### src/rtl/dds_nco.sv
// Numerically controlled oscillator: phase accumulator -> phase offset -> waveform -> output register.
// Optional amplitude scaling on the output stage is built only when DDS_AMPLITUDE_EN is defined.
module dds_nco #(
  parameter int ACC_W   = 16,
  parameter int PHASE_W = 8,
  parameter int OUT_W   = 8
) (
  input  logic                    clk,
  input  logic                    rst_n,
  input  logic                    ena,
  input  logic                    sync_clr,
  input  logic [ACC_W-1:0]        ftw_in,
  input  logic                    ftw_load,
  input  logic [PHASE_W-1:0]      phase_off,
  input  logic [1:0]              mode,
  input  logic [7:0]              amp,
  output logic signed [OUT_W-1:0] sample_out,
  output logic                    out_valid
);

  localparam int QN = 2 ** (PHASE_W - 2);
  localparam int A  = 2 ** (OUT_W - 1) - 1;
  localparam logic [OUT_W-1:0] A_POS = {1'b0, {(OUT_W-1){1'b1}}};
  localparam logic [OUT_W-1:0] A_NEG = ~A_POS + 1'b1;

  // Quarter-wave entry k = round(A*sin(2*pi*(k+0.5)/2^PHASE_W)), evaluated at elaboration.
  function automatic int sine_entry(input int k);
    real x;
    real term;
    real sum;
    x    = 2.0 * 3.14159265358979323846 * (real'(k) + 0.5) / real'(2 ** PHASE_W);
    term = x;
    sum  = x;
    for (int n = 1; n < 12; n++) begin
      term = -term * x * x / real'((2 * n) * (2 * n + 1));
      sum  = sum + term;
    end
    return $rtoi(real'(A) * sum + 0.5);
  endfunction

  logic [OUT_W-2:0] sine_lut [QN];

  for (genvar k = 0; k < QN; k++) begin : g_lut
    localparam int V = sine_entry(k);
    assign sine_lut[k] = V[OUT_W-2:0];
  end

  logic [ACC_W-1:0]        acc_q, acc_d;
  logic [ACC_W-1:0]        ftw_q, ftw_d;
  logic [PHASE_W-1:0]      phase_q, phase_d;
  logic [1:0]              mode_q, mode_d;
  logic [OUT_W-1:0]        s2_q, s2_d;
  logic signed [OUT_W-1:0] smp_q, smp_d;
  logic [1:0]              fill_q, fill_d;

  // S0 / S1 / fill counter
  always_comb begin
    ftw_d   = ftw_load ? ftw_in : ftw_q;
    acc_d   = acc_q;
    fill_d  = fill_q;
    phase_d = phase_q;
    mode_d  = mode_q;
    if (sync_clr) begin
      acc_d  = '0;
      fill_d = '0;
    end else if (ena) begin
      acc_d = acc_q + ftw_q;
      if (fill_q != 2'd3) fill_d = fill_q + 2'd1;
    end
    if (ena) begin
      phase_d = acc_q[ACC_W-1 -: PHASE_W] + phase_off;
      mode_d  = mode;
    end
  end

  // S2 waveform generation
  logic [1:0]         quad;
  logic [PHASE_W-3:0] lut_idx;
  logic [OUT_W-1:0]   sine_mag;
  logic [OUT_W-1:0]   p;
  logic [OUT_W-2:0]   tri_t;
  logic [OUT_W-1:0]   wave;

  always_comb begin
    quad     = phase_q[PHASE_W-1 -: 2];
    lut_idx  = quad[0] ? ~phase_q[PHASE_W-3:0] : phase_q[PHASE_W-3:0];
    sine_mag = {1'b0, sine_lut[lut_idx]};
    p        = phase_q[PHASE_W-1 -: OUT_W];
    tri_t    = p[OUT_W-1] ? ~p[OUT_W-2:0] : p[OUT_W-2:0];
    wave     = '0;
    case (mode_q)
      2'b00:   wave = quad[1] ? ('0 - sine_mag) : sine_mag;
      2'b01:   wave = p[OUT_W-1] ? A_NEG : A_POS;
      2'b10:   wave = {~p[OUT_W-1], p[OUT_W-2:0]};
      default: wave = {~tri_t[OUT_W-2], tri_t[OUT_W-3:0], 1'b0};
    endcase
    s2_d = ena ? wave : s2_q;
  end

  // S3 output register, optionally scaled by (amp+1)/256 with floor rounding
`ifdef DDS_AMPLITUDE_EN
  logic signed [OUT_W+9:0] prod;
  logic                    unused_prod;

  always_comb begin
    prod  = $signed(s2_q) * $signed({2'b00, amp} + 10'd1);
    smp_d = ena ? prod[OUT_W+7:8] : smp_q;
  end

  assign unused_prod = ^{prod[OUT_W+9:OUT_W+8], prod[7:0]};
`else
  logic unused_amp;

  always_comb begin
    smp_d = ena ? $signed(s2_q) : smp_q;
  end

  assign unused_amp = ^amp;
`endif

  always_ff @(posedge clk or negedge rst_n) begin
    if (!rst_n) begin
      acc_q   <= '0;
      ftw_q   <= '0;
      phase_q <= '0;
      mode_q  <= '0;
      s2_q    <= '0;
      smp_q   <= '0;
      fill_q  <= '0;
    end else begin
      acc_q   <= acc_d;
      ftw_q   <= ftw_d;
      phase_q <= phase_d;
      mode_q  <= mode_d;
      s2_q    <= s2_d;
      smp_q   <= smp_d;
      fill_q  <= fill_d;
    end
  end

  assign sample_out = smp_q;
  assign out_valid  = (fill_q == 2'd3);

endmodule

### config.mk
export PLATFORM = sky130hd
export DESIGN_NAME = dds_nco
export DESIGN_NICKNAME = d
export VERILOG_FILES = /design/src/rtl/dds_nco.sv
export SDC_FILE = /design/constraint.sdc
export NUM_CORES = 1
export LEC_CHECK = 0
export BUFFER_PORTS_ARGS = -buffer_cell sky130_fd_sc_hd__buf_2
export CAP_MARGIN = 5
export CELL_PAD_IN_SITES_DETAIL_PLACEMENT = 1
export CELL_PAD_IN_SITES_GLOBAL_PLACEMENT = 1
export CORE_MARGIN = 2
export CORE_UTILIZATION = 30
export DETAILED_ROUTE_END_ITERATION = 8
export GPL_ROUTABILITY_DRIVEN = 0
export PLACE_DENSITY = 0.58
export SYNTH_ARGS = -nofsm -noshare
export SYNTH_HDL_FRONTEND = slang
export SYNTH_SLANG_ARGS = --single-unit
### constraint.sdc
create_clock -name clk -period 3.7 [get_ports clk]
set_input_delay 0.37 -clock clk [delete_from_list [all_inputs] [get_ports clk]]
set_output_delay 0.37 -clock clk [all_outputs]
set_load 0.05 [all_outputs]
==> results.tsv <==
metric	value	unit
max-slew violations	0	
Post-layout nets	644	
hpwl dp	10100	um
XOR/XNOR share of the synthesized area	0.0476	
register area	1500	um^2
Reg power frac	0.219	
PwrDens	826	nW/um^2
Max VDD drop	0.223	mV
r2r setup slk	540	ps
cts repair resizes	0	
IO Count	48	
Arr. time, crit path	3410	ps
Synth Cell Area	4970	um^2
Final min period	3160	ps
largest family of logic cells by synthesized area	compound AO/OA/AOI/OAI gates	
WS Path Type	reg2reg	
EDFF count, synth	0	
Remaining DRCs	0	
Rows	47	
dpl cells	781	
Leak	2.46	nW
top-area cell type share of the netlist area	0.302	
worst flop-to-flop path startpoint	p[6]	
simple logic cell fraction of the synthesized area	0.153	
reg-to-reg endpoint	s2_q[2]	
final worst path period share	0.853	
area occupied by multi-input gates	3120	um^2
Finished Cell Area	5600	um^2
I/O Buffers	39	
Psw	2.14	mW
flops & latches, synth	60	
Data required, critical path	3950	ps
Int Pwr	2.49	mW
Logic pwr share	0.597	
Antenna diodes	0	
core area	16400	um^2
Primary FF master, synth	dfrtp_1	
clock slew at reported path FFs	60	ps
CTS tree	built	
root buffer cell	clkbuf_16	
vias in the first global route	4504	
FFs w/ async S/R, synth	1.00	
outcome	finished clean	
first-pass GRT wire length	22900	um
Post-Route WL	13600	um
initial core utilization	0.303	
die height	133	um
final hold violation count	0	
register area share after synthesis	0.302	
DRT Pass-1 Iters	5	
Setup TNS	0	ps
synth top area cells	dfrtp_1 30%, ha_1 7.8%, mux2_2 6.3%, o21ai_0 4.1%, a21oi_1 3.4%	
Remaining Overflow, GRT	0	
syn avg cell area	9.11	um^2
vias per cell	5.32	
initial antenna violation count	0	
post-layout util	0.341	
area grow syn2layout	12.8	%
crit end category	flop	
Switching Share	0.462	
wire length per cell	17.1	um
Fin Clk Skew	12.1	ps
RSZ-0062 raised after global routing	no	
Post-CTS Setup Inserts	0	
crit path launch type	flop	
TritonCTS Buffers	9	
min-delay worst type	in2async	
DR vias	4231	
mux share of post-synthesis cell area	0.100	
Critical Path Fanout Max	6	
post-place instance area	5310	um^2
deepest clock path buffer count	2	
post-synthesis adder-cell area fraction	0.0862	
f_max	317	MHz
Syn Inst Count	545	
filler instances	1900	
synth unique cells	80	
largest net degree at the start of global routing	40	
# setup viols final	0	
worst-case reg-to-reg path depth	12	
post-synthesis compound-gate area fraction	0.241	
Total Routing Usage GR	0.162	
total power	4.62	mW
post-route ant nets	0	
Final Instance Count excl. Fillers	795	
Synth area leader	dfrtp_1	
Die X	133	um
H-Tree Depth	3	
full die area	17600	um^2
hold buffers post-CTS	0	
Mapped Nets	617	
normalized max-slew margin	0.406	
Max Cap Viol	0	
DRT iter0 DRCs	196	
Clock Latency Late Sink	340	ps
CTS sink cnt	60	
Clk pwr share	0.183	
Synth warnings	0	
Slew @ Worst Pin	891	ps
layout cells sized above 1	0.195	
-- per-layer routing --
metal / GRT usage / up-vias / wire length (um)
li1: - / 2058 / -
met1: 0.202 / 2104 / 6280
met2: 0.277 / 53 / 6780
met3: 0.0341 / 16 / 332
met4: 0.0562 / 0 / 225
met5: 0 / - / 0
-- area by class of cell --
class | instances | share of cell area
multi-input cells | 421 | 0.557
flip-flops and latches | 60 | 0.268
repair buffers | 56 | 0.0576
well taps | 220 | 0.0492
clock buffers | 12 | 0.0458
inverters | 24 | 0.0161
clock inverters | 2 | 0.00626
-- power by group through the flow --
stage | registers, mW | clock network (mW) | logic [mW]
2_1_floorplan | 1.07 | 0 | 2.10
3_3_place_gp | 1.02 | 0 | 2.69
3_5_place_dp | 1.03 | 0 | 2.76
4_1_cts | 1.02 | 0.877 | 2.77
5_1_grt | 1.05 | 0.906 | 3.05
6_report | 1.01 | 0.848 | 2.76
-- registers in the layout (all words and copies together), names as in the netlist --
register,cells
acc_q,16
s2_q,8
sample_out,8
ftw_q,16
p,8
mode_q,2
fill_q,2
-- synthesized netlist by cell type (3+ instances only) --
cell type,count
o21a_1,9
o22ai_1,6
inv_1,22
clkbuf_1,14
nor3_1,4
xor2_1,8
ha_1,31
a21oi_1,34
nand3_1,9
xnor2_1,19
mux2_2,28
o21bai_1,3
and3_1,3
nor2b_1,11
or3_1,3
nand2_1,31
a22o_1,4
o21ai_0,41
buf_4,5
mux2i_1,17
dfrtp_1,60
nand4_1,3
buf_2,9
nor2_1,37
nor3b_1,3
a22oi_1,5
nand3b_1,4
a211oi_1,6
nand2b_1,6
buf_1,3
a21o_1,11
a32oi_1,4
o211ai_1,8
a211o_1,3
buf_6,7
a31oi_1,14
and4b_1,4
nor4b_1,5
-- kinds of logic after synthesis --
group,after synthesis
flops,60
compound gates,176
simple gates,139
fa+ha+maj,33
xor+xnor,27
mux,46
buf+inv,64
-- cell usage in the layout, fill, tap and decap left out, types with 3 or more instances in the layout --
cell       instances
a211o_1            3
a211oi_1           6
a21o_1            11
a21oi_1           34
a22o_1             4
a22oi_1            5
a31oi_1           14
a32oi_1            4
and3_1             3
and4b_1            4
buf_2             39
buf_4             17
clkbuf_16          9
dfrtp_1           60
ha_1              31
inv_1             22
mux2_2            28
mux2i_1           17
nand2_1           31
nand2b_1           6
nand3_1            9
nand3b_1           4
nand4_1            3
nor2_1            37
nor2b_1           11
nor3_1             4
nor3b_1            3
nor4b_1            5
o211ai_1           8
o21a_1             9
o21ai_0           41
o21bai_1           3
o22ai_1            6
or3_1              3
xnor2_1           19
xor2_1             8
-- metrics by stage --
stage	hold slack (ps)	setup WS (ps)
2_1_floorplan	74.4	563
3_3_place_gp	486	613
3_5_place_dp	493	559
4_1_cts	184	536
5_1_grt	230	229
6_report	151	542
-- worst max-delay path: stages (launching register included) --
cell and delay (ps):
dfrtp_1 410, xnor2_1 370, inv_1 160, ha_1 310, or2_4 260, a21oi_2 110, o22ai_1 80, a22o_1 290
and2_1 160, ha_1 220, o21a_1 180, a221o_1 340, a31oi_1 160
-- how the worst max path moves through the flow --
stage	startpoint	end	slack [ps]
global placement	p[6]	s2_q[2]	610
floorplan	p[6]	s2_q[2]	560
detailed placement	p[6]	s2_q[2]	560
CTS	p[6]	s2_q[2]	540
finish	p[6]	s2_q[2]	540
global route	p[6]	s2_q[1]	230
No activity file was read; power rests on OpenSTA's default activity.
